File: config.mk
export PLATFORM = sky130hd
export DESIGN_NAME = rr_arb_mux
export DESIGN_NICKNAME = d
export VERILOG_FILES = /design/src/rtl/rr_arb_mux.sv
export SDC_FILE = /design/constraint.sdc
export NUM_CORES = 1
export LEC_CHECK = 0
export BUFFER_PORTS_ARGS = -buffer_cell sky130_fd_sc_hd__buf_4
export CORE_AREA = 3 3 129 131
export DETAILED_ROUTE_END_ITERATION = 6
export DIE_AREA = 0 0 132 134
export GPL_TIMING_DRIVEN = 0
export PLACE_DENSITY = 0.74
export SYNTH_ARGS = -nofsm -noshare
export SYNTH_HDL_FRONTEND = slang
export SYNTH_SLANG_ARGS = --single-unit
export TNS_END_PERCENT = 30
File: constraint.sdc
create_clock -name clk -period 2.1 [get_ports clk]
set_input_delay 0.21 -clock clk [delete_from_list [all_inputs] [get_ports clk]]
set_output_delay 0.21 -clock clk [all_outputs]
set_load 0.01 [all_outputs]
File: src/rtl/rr_arb_mux.sv
// rtl/rr_arb_mux.sv - registered N:1 data mux with round-robin or fixed-priority arbitration
module rr_arb_mux #(
    parameter int WIDTH = 64,
    parameter int N     = 4,
    parameter int MODE  = 0
) (
    input  logic                 clk,
    input  logic                 reset,
    input  logic [N-1:0]         in_valid,
    input  logic [N*WIDTH-1:0]   in_data,
    output logic [N-1:0]         in_ready,
    output logic                 out_valid,
    output logic [WIDTH-1:0]     out_data,
    input  logic                 out_ready,
    output logic [$clog2(N)-1:0] grant_idx
);

    localparam int IW = $clog2(N);

    logic [IW-1:0]    ptr;
    logic [IW-1:0]    start;
    logic [IW-1:0]    cand;
    logic [IW-1:0]    gnt;
    logic [WIDTH-1:0] sel_data;
    logic             found;
    logic             load;
    logic             take;

    // Search requests from the start index upward with modulo-N wrap; first hit wins.
    always_comb begin
        start    = (MODE == 0) ? ptr : '0;
        cand     = '0;
        gnt      = '0;
        sel_data = '0;
        found    = 1'b0;
        for (int i = 0; i < N; i++) begin
            cand = start + IW'(i);
            if (!found && in_valid[cand]) begin
                found = 1'b1;
                gnt   = cand;
            end
        end
        for (int i = 0; i < N; i++) begin
            if (gnt == IW'(i)) begin
                sel_data = in_data[i*WIDTH +: WIDTH];
            end
        end
    end

    // Output stage may accept a new word when empty or being drained this cycle.
    always_comb begin
        load     = !out_valid || out_ready;
        take     = load && found && !reset;
        in_ready = '0;
        if (take) begin
            in_ready[gnt] = 1'b1;
        end
    end

    // Output register and priority pointer update.
    always_ff @(posedge clk) begin
        if (reset) begin
            out_valid <= 1'b0;
            out_data  <= '0;
            grant_idx <= '0;
            ptr       <= '0;
        end else if (take) begin
            out_valid <= 1'b1;
            out_data  <= sel_data;
            grant_idx <= gnt;
            if (MODE == 0) begin
                ptr <= gnt + 1'b1;
            end
        end else if (load) begin
            out_valid <= 1'b0;
        end
    end

endmodule

==> results of run 1 <==
power groups by stage:
| stage | registers, mW | clock network (mW) | logic [mW] |
|---|---|---|---|
| 5_1_grt | 1.72 | 1.52 | 3.58 |
| 4_1_cts | 1.69 | 1.46 | 3.22 |
| 3_3_place_gp | 1.70 | 0 | 2.80 |
| 6_report | 1.69 | 1.44 | 3.36 |
| 3_5_place_dp | 1.71 | 0 | 2.82 |
| 2_1_floorplan | 1.80 | 0 | 1.46 |
cells by family after synthesis:
| kind of cell | count (synthesis) |
|---|---|
| AO/OA/AOI/OAI | 268 |
| adder cells (fa/ha/maj) | 4 |
| buffers and inverters | 154 |
| flip-flops | 69 |
| multiplexers | 1 |
| AND/OR/NAND/NOR | 146 |
registers in the layout, indices dropped and copies added (netlist names):
signal / count
out_data: 64
grant_idx: 2
ptr: 2
out_valid: 1
Yosys cell counts (18+ instances only):
cell type   n
a21oi_1    64
a2111oi_0  64
nand3b_1   64
inv_1      67
nand2_1    65
a221o_1    64
clkbuf_1   65
a22oi_2    20
a22oi_1    44
dfxtp_1    69
buf_2      18
final timing paths:
check,endpoint,startpoint,slack (ns)
max,in_ready[0],ptr[1],-0.11
min,out_data[34],in_data[226],0.22
max reg2reg,out_data[1],ptr[1],-0.06
min reg2reg,out_data[34],out_data[34],0.46
placed cells by master (no fill, tap or decap), types with 8 or more instances in the layout:
cell type	n
clkbuf_8	15
clkbuf_16	12
a2111oi_2	36
a2111oi_0	9
nand2_1	64
clkbuf_1	30
a22oi_2	25
buf_2	8
a2111oi_4	8
dfxtp_1	67
a2111oi_1	11
nand3b_1	64
a221o_1	64
a22oi_1	39
inv_1	66
buf_6	11
buf_4	356
a21oi_1	64
clkbuf_2	11
cell type report:
type                            count  area, µm²
Sequential cell                    69       1386
Clock buffer                       15      267.8
Tap cell                          216      270.3
Timing Repair Buffer              349       2628
Clock inverter                      1      5.005
Inverter                           68      255.2
Buffer                             85      688.2
Multi-Input combinational cell    419       3613
Fill cell                        1436       6599
repair_timing:
item / in CTS / in global routing
gates cloned: 1 / 0
endpoints found under the setup margin: 68 / 68
buffers inserted: 14 / 1
pin swaps: 12 / 4
gates resized for setup: 177 / 52
per-layer routing:
layer / up-vias / global-route usage
li1: 3191 / -
met3: 46 / 0.06377
met5: - / 0
met2: 334 / 0.4678
met4: 0 / 0.09218
met1: 3283 / 0.3111
worst min-delay path: stages:
cell	delay, ns
buf_4	0.08
a2111oi_2	0.05
a22oi_1	0.16
==> results.yml, run 1 <==
run_status:
  outcome: "complete, but fails checks"
  violations: "setup timing"
final_layout:
  antenna_cells: 0
  fin_nets: 1268
  fin_util: 0.5800
  area_growth_syn_to_layout_pct: 78.92
  design_area_um2: 9114
  fin_cells: 1222
  drive_gt1_frac: 0.5070
synth:
  avgSynthCellArea_um2: 7.934
  synth_compound_area_frac: 0.4309
  synthSimpleGateAreaFrac: 0.1638
  yosysTopAreaCell: "dfxtp_1"
  async_flop_share: 0
  ys.flop_type: "dfxtp_1"
  synth_area_um2: 5094
  synthMuxAreaShare: 0.001965
  synth_top_area_frac: 0.2712
  synthesis.nets: 909
  ys_seq_area_frac: 0.2712
  synth_top_family_by_area: "compound AO/OA/AOI/OAI gates"
  synthCells: 642
  yosys.cell_types.count: 30
  synthAdderAreaFrac: 0.009826
  synth-xor-area-share: 0
  synth-edff-count: 0
  synth.top_cells.by_area: "dfxtp_1, a221o_1, a2111oi_0, nand3b_1, a22oi_1"
  yosysWarnings: 0
  synth_seq_cells: 69
run:
  maxCapViolCount: 0
clocking:
  clock_latency_ns: 0.33
  clock-sinks: 69
  htree_num_levels: 3
  path_clk_slew_ns: 0.06
  cts_buffers: 9
  cts_tree: "done"
  root_buffer: "clkbuf_16"
  holdBufCountCts: 0
  max-clock-path-buffers: 2
timing:
  slew_headroom: 0.3851
  skew_ns: 0.004557
  timing.final.ws_setup_ns: -0.1097
  worst_pin_slew_ns: 0.9223
  hold_ws_ns: 0.2231
  finalHoldViolCount: 0
  rsz0062_at_grt: "yes"
  period_minus_slack_ns: 2.210
  fmax_ghz: 0.4526
  finalSetupTns_ns: -1.609
  maxSlewViolCount: 0
  setup_violations: 52
  finalCritPeriodShare: 1.052
global_route:
  grt_pass1_wl_mm: 37.26
  antenna_found_initial: 0
  grt_pass1_vias: 7014
  overflow: 0
  grt_max_degree: 18
  grtUsageTotal: 0.2636
setup_path:
  start_kind: "register"
  cp_num_buf_inv: 3
  cp_cell_sequence: "mux2i_1 -> nor2_2 -> or2_4 -> ha_4 -> buf_8 -> clkbuf_16 -> and2_4 -> buf_6"
  cp_top_family: "simple AND/OR/NAND/NOR gates"
  path_max_fanout: 5
  cp.required_ns: 1.89
  crit_slowest_cell: "dfxtp_4"
  critical_path_class: "register to output pin"
  cp.depth: 8
  critPathMaxStageDelay_ns: 0.38
  end_kind: "output pin"
  rr_worst_depth: 9
  cp.arrival_ns: 2.00
floorplanning:
  coreArea_um2: 15710
  rows: 46
  die_h_um: 134
  die_area_um2: 17690
  dieWidth_um: 132
  start_util: 0.3242
  ios: 334
place:
  hpwl_mm: 18.45
  pre_cts_ws_ns: -0.7393
  port_buffers: 333
  place_inst: 1191
  routabilityCongestion: 0.9075
  placed_area_um2: 7915
detailed_routing:
  wirelength_mm: 25.01
  wl_met1_mm: 9.906
  via_count: 6854
  drcViolationCount: 0
  first_pass_iters: 5
  dr_wl_met3_mm: 1.827
  wl_met2_mm: 12.50
  drt_iter0_markers: 351
  viasPerCell: 5.609
  avgRoutedWirePerCell_um: 20.47
  drtAntennaViolNets: 0
  top_layer: "met4"
pwr:
  switchingPower_mw: 2.319
  power_frac_clock: 0.222
  internal_power_mw: 4.163
  p_per_area_nw_per_um2: 711.2
  ir_drop_uv: 457.4
  seqPwrFrac: 0.261
  p_leak_nw: 4.099
  power_mw: 6.482
  p_comb_frac: 0.518
  swShare: 0.3577
min_path:
  hold_class: "primary input to register"
  hold_depth: 3
Note: power is estimated with default switching activity, not from simulation.
==> run 2: changes to the inputs <==
--- a/config.mk
+++ b/config.mk
@@ -6,12 +6,14 @@
 export NUM_CORES = 1
 export LEC_CHECK = 0
 export BUFFER_PORTS_ARGS = -buffer_cell sky130_fd_sc_hd__buf_4
+export CAP_MARGIN = 20
 export CORE_AREA = 3 3 129 131
 export DETAILED_ROUTE_END_ITERATION = 6
 export DIE_AREA = 0 0 132 134
 export GPL_TIMING_DRIVEN = 0
 export PLACE_DENSITY = 0.74
+export RECOVER_POWER = 100
 export SYNTH_ARGS = -nofsm -noshare
 export SYNTH_HDL_FRONTEND = slang
 export SYNTH_SLANG_ARGS = --single-unit
-export TNS_END_PERCENT = 30
+export TNS_END_PERCENT = 10
==> run 2 against run 1 <==
The flow still finishes with violations (setup timing). Fmax shrank 1.7%. Total power shrank 1.7%. Clock-buffer cell count shrank 1. Largest cell class unchanged. Largest power group unchanged.
==> results.yml, run 2 (synthesis results as in run 1) <==
global_route:
  antenna_found_initial: 0
  grtUsageTotal: 0.2665
  grt_pass1_vias: 6925
  grt_max_degree: 18
  overflow: 0
  grt_pass1_wl_mm: 37.61
place:
  hpwl_mm: 18.54
  port_buffers: 333
  routabilityCongestion: 0.8701
timing:
  period_minus_slack_ns: 2.248
  setup_violations: 65
  rsz0062_at_grt: "yes"
  worst_pin_slew_ns: 0.7968
  timing.final.ws_setup_ns: -0.1480
  maxSlewViolCount: 0
  hold_ws_ns: 0.2165
  finalCritPeriodShare: 1.070
  finalHoldViolCount: 0
  slew_headroom: 0.4688
  fmax_ghz: 0.4448
  skew_ns: 0.003402
pwr:
  power_frac_clock: 0.233
  swShare: 0.3639
  power_mw: 6.374
  ir_drop_uv: 429.6
  p_per_area_nw_per_um2: 721.2
  p_comb_frac: 0.503
  internal_power_mw: 4.054
  seqPwrFrac: 0.264
  p_leak_nw: 3.869
  switchingPower_mw: 2.320
clocking:
  cts_tree: "done"
  holdBufCountCts: 0
  path_clk_slew_ns: 0.06
  cts_buffers: 9
  root_buffer: "clkbuf_16"
  clock_latency_ns: 0.34
  htree_num_levels: 3
  max-clock-path-buffers: 2
  clock-sinks: 69
detailed_routing:
  wirelength_mm: 25.13
  first_pass_iters: 5
  drcViolationCount: 0
  drt_iter0_markers: 381
  avgRoutedWirePerCell_um: 20.53
  via_count: 6885
  viasPerCell: 5.625
  drtAntennaViolNets: 0
final_layout:
  regMostFlops: "out_data"
  layout_commonest_cell: "buf_4"
  drive_gt1_frac: 0.4306
  reg.largest.list: "out_data x64, grant_idx x2, ptr x2"
  antenna_cells: 0
  fillCellCount: 1544
  area_growth_syn_to_layout_pct: 73.52
  largest_reg_flops: 64
  fin_util: 0.5625
  fin_nets: 1271
  final_cell_mix: "buf_4, clkbuf_1, dfxtp_1"
floorplanning:
  rows: 46
  ios: 334
  die_area_um2: 17690
  die_h_um: 134
  coreArea_um2: 15710
  dieWidth_um: 132
  start_util: 0.3242
setup_path:
  critical_path_class: "register to register"
  cp.required_ns: 2.36
  start_kind: "register"
  cp.arrival_ns: 2.51
  end_kind: "register"
  path_max_fanout: 10
run:
  maxCapViolCount: 0
run_status:
  violations: "setup timing"
  outcome: "complete, but fails checks"
min_path:
  hold_class: "primary input to register"
run 2: cell types whose count changed in the layout (fill, tap and decap cells not counted), sizes merged:
| cell | change |
|---|---|
| buf | -65 |
| clkbuf | +67 |
run 2: power groups by stage:
stage	logic, mW	clock network (mW)	registers (mW)
2_1_floorplan	1.45	0	1.80
4_1_cts	3.22	1.52	1.68
3_3_place_gp	2.78	0	1.70
5_1_grt	3.43	1.56	1.71
6_report	3.21	1.49	1.68
3_5_place_dp	2.80	0	1.70
run 2: final timing paths:
kind / start / to / slack (ns) / depth (start not counted)
max: ptr[1] / out_data[37] / -0.15 / 10
min: in_data[205] / out_data[13] / 0.22 / 3
max reg2reg: ptr[1] / out_data[37] / -0.15 / 10
min reg2reg: out_data[60] / out_data[60] / 0.46 / 2
run 2: routing by layer:
layer  global-route usage  share of wire
met2               0.4706           0.50
met1               0.3069           0.38
met3              0.07314          0.083
met4               0.1033          0.034
met5                    0              0
run 2: critical path, cell delays in order, from the launching register on:
cell	delay, ns
dfxtp_4	0.39
nand2_4	0.06
a221oi_4	0.32
or2_4	0.22
ha_4	0.14
buf_6	0.13
buf_12	0.14
buf_8	0.13
nand3b_1	0.08
a221o_1	0.37
a22oi_2	0.17
run 2: layout make-up:
class	instances	area (µm²)	area share
well taps	216	270.3	0.03058
multi-input cells	419	3501	0.3961
flip-flops and latches	69	1386	0.1569
inverters	68	255.2	0.02888
repair buffers	353	2466	0.2790
clock inverters	1	5.005	0.0005663
plain buffers	84	680.7	0.07701
clock buffers	14	274.0	0.03100
run 2: per-stage QoR:
stage	setup WS, ns	std cells	area [µm²]	TNS [ns]
2_1_floorplan	-0.03761	642	5127	-1.264
3_3_place_gp	-0.6856	1191	7898	-39.42
3_5_place_dp	-0.7843	1191	7898	-42.86
4_1_cts	-0.09011	1220	8894	-2.438
5_1_grt	-0.2278	1224	8838	-9.561
6_report	-0.1480	1224	8838	-4.737
run 2: what timing repair did:
action,4_1_cts,5_1_grt
setup buffers,15,3
pin swaps,11,10
gates cloned,1,1
gates resized for setup,171,53
endpoints found under the setup margin,68,68
hold endpoints to repair,0,0
==> run 3: changes to the inputs <==
--- a/config.mk
+++ b/config.mk
@@ -7,11 +7,11 @@
 export LEC_CHECK = 0
 export BUFFER_PORTS_ARGS = -buffer_cell sky130_fd_sc_hd__buf_4
 export CAP_MARGIN = 20
-export CORE_AREA = 3 3 129 131
+export CORE_AREA = 3 3 127 129
 export DETAILED_ROUTE_END_ITERATION = 6
-export DIE_AREA = 0 0 132 134
+export DIE_AREA = 0 0 130 132
 export GPL_TIMING_DRIVEN = 0
-export PLACE_DENSITY = 0.74
+export PLACE_DENSITY = 0.73
 export RECOVER_POWER = 100
 export SYNTH_ARGS = -nofsm -noshare
 export SYNTH_HDL_FRONTEND = slang
==> constraint.sdc (replaced) <==
create_clock -name clk -period 2.5 [get_ports clk]
set_input_delay 0.25 -clock clk [delete_from_list [all_inputs] [get_ports clk]]
set_output_delay 0.25 -clock clk [all_outputs]
set_load 0.01 [all_outputs]
==> run 3 against run 2 <==
The flow now finishes without violations. Critical path type is now register to output pin. Cell count decreased by 3.7%. Wire length fell by 5.7%. Worst setup slack better by 0.20 ns. Non-clock buffer count is 18 lower. Register-to-register slack improved by 0.20 ns. Sequential cell count did not move. Clock-buffer cell count fell by 3. Sequential share of layout area grew 1.4 points. Clock skew grew 0.0052 ns. Combinational power shrank 29%.
==> results.yml, run 3 (synthesis results as in run 1) <==
final_layout:
  reg.largest.list: "out_data x64, grant_idx x2, ptr x2"
  design_area_um2: 8104
  largest_reg_flops: 64
  regMostFlops: "out_data"
  fin_nets: 1253
  layout_commonest_cell: "buf_4"
  antenna_cells: 0
  area_growth_syn_to_layout_pct: 59.10
  drive_gt1_frac: 0.3703
  multiInputGateArea_um2: 3222
  seqCellArea_um2: 1385
  fillCellCount: 1562
  final_cell_mix: "buf_4, clkbuf_1, dfxtp_1"
clocking:
  cts_tree: "done"
  max-clock-path-buffers: 2
  clock-sinks: 69
  path_clk_slew_ns: 0.06
  root_buffer: "clkbuf_16"
  post_cts_buffers: 0
  cts_buffers: 9
  clock_latency_ns: 0.33
  holdBufCountCts: 0
  htree_num_levels: 3
setup_path:
  start_kind: "register"
  rr_worst_depth: 9
  cp.required_ns: 2.25
  end_kind: "output pin"
  r2r_start: "ptr[0]"
  path_max_fanout: 10
  cp.arrival_ns: 2.19
  critical_path_class: "register to output pin"
  rrSetupSlack_ns: 0.06
  reg2reg_to: "out_data[46]"
  startpoint: "ptr[0]"
global_route:
  grt_max_degree: 13
  grt_use_met2: 0.4410
  met1_usage: 0.3117
  grt_pass1_vias: 6437
  grt_pass1_wl_mm: 34.68
  grt.busiest_layer: "met2"
  grt_use_met3: 0.05956
  overflow: 0
  grtUsageTotal: 0.2563
  antenna_found_initial: 0
detailed_routing:
  drtAntennaViolNets: 0
  first_pass_iters: 5
  drcViolationCount: 0
  drt_iter0_markers: 391
  wirelength_mm: 23.70
  viasPerCell: 5.644
  via_count: 6654
  avgRoutedWirePerCell_um: 20.10
timing:
  period_minus_slack_ns: 2.444
  fmax_ghz: 0.4092
  finalCritPeriodShare: 0.9774
  slew_headroom: 0.5104
  rsz0062_at_grt: "yes"
  finalHoldViolCount: 0
  worst_pin_slew_ns: 0.7289
  maxSlewViolCount: 0
  setup_violations: 0
  skew_ns: 0.008589
  hold_ws_ns: 0.2627
min_path:
  min-delay-start: "in_data[226]"
  hold_class: "primary input to register"
  min_to: "out_data[34]"
  hold_depth: 3
floorplanning:
  die_h_um: 132
  die_area_um2: 17160
  dieWidth_um: 130
  start_util: 0.3363
  ios: 334
  rows: 45
  coreArea_um2: 15150
pwr:
  ir_drop_uv: 275.4
  p_leak_nw: 3.599
  power_mw: 5.126
  p_per_area_nw_per_um2: 632.5
place:
  port_buffers: 333
  routabilityCongestion: 0.9037
  hpwl_mm: 18.33
  placed_area_um2: 7829
run:
  maxCapViolCount: 0
run_status:
  outcome: "finished, final reports clean"
-- run 3: cell types whose count changed in the layout (fill, tap and decap cells not counted), sizes merged --
cell	previous run	this run
buf	313	292
clkinvlp	0	3
bufinv	0	2
clkinv	1	0
-- run 3: critical path: stages, from the launching register on --
cell      delay, ns
dfxtp_1        0.38
inv_1          0.11
a221oi_4       0.31
or2_2          0.18
ha_1           0.18
buf_2          0.21
clkbuf_4       0.24
and2_1         0.14
buf_4          0.11
-- run 3: power breakdown --
| part | internal [mW] | leakage [nW] | switching [mW] |
|---|---|---|---|
| registers | 1.30 | 0.580 | 0.112 |
| logic | 1.06 | 2.86 | 1.21 |
| clock network | 0.928 | 0.154 | 0.510 |
| total | 3.29 | 3.60 | 1.83 |
-- run 3: metrics by stage --
step                      setup slack (ns)  cells    util  TNS [ns]
after floorplan                     0.3278    642       -         0
final                              0.05644   1179  0.5351         0
after detailed placement           -0.4801   1163  0.5169    -17.40
after CTS                          0.01510   1179  0.5447         0
after global placement             -0.4594   1163  0.5169    -15.90
after global routing               -0.1042   1179  0.5351    -1.359
-- run 3: how the worst max path moves through the flow --
stage,end,slack (ns),depth (start not counted)
final,in_ready[1],0.06,8
after global routing,in_ready[1],-0.10,8
after CTS,in_ready[0],0.02,8
after detailed placement,out_data[47],-0.48,9
after global placement,out_data[47],-0.46,9
after floorplan,out_data[40],0.33,9
-- run 3: timing repair --
action,in CTS,in global routing
pin swaps,0,0
resized for setup,46,61
endpoints found under the setup margin,68,63
-- run 3: cell type report --
cell class | count | area share
Multi-Input combinational cell | 419 | 0.3976
Timing Repair Buffer | 333 | 0.2774
Sequential cell | 69 | 0.1709
Buffer | 86 | 0.05218
Inverter | 68 | 0.03150
Clock buffer | 11 | 0.03119
Tap cell | 188 | 0.02903
Clock inverter | 5 | 0.01019
-- run 3: layer usage --
layer	share of wire	wire length [µm]
met5	0	0
met4	0.020	477
met3	0.080	1895
met2	0.50	11880
met1	0.40	9447
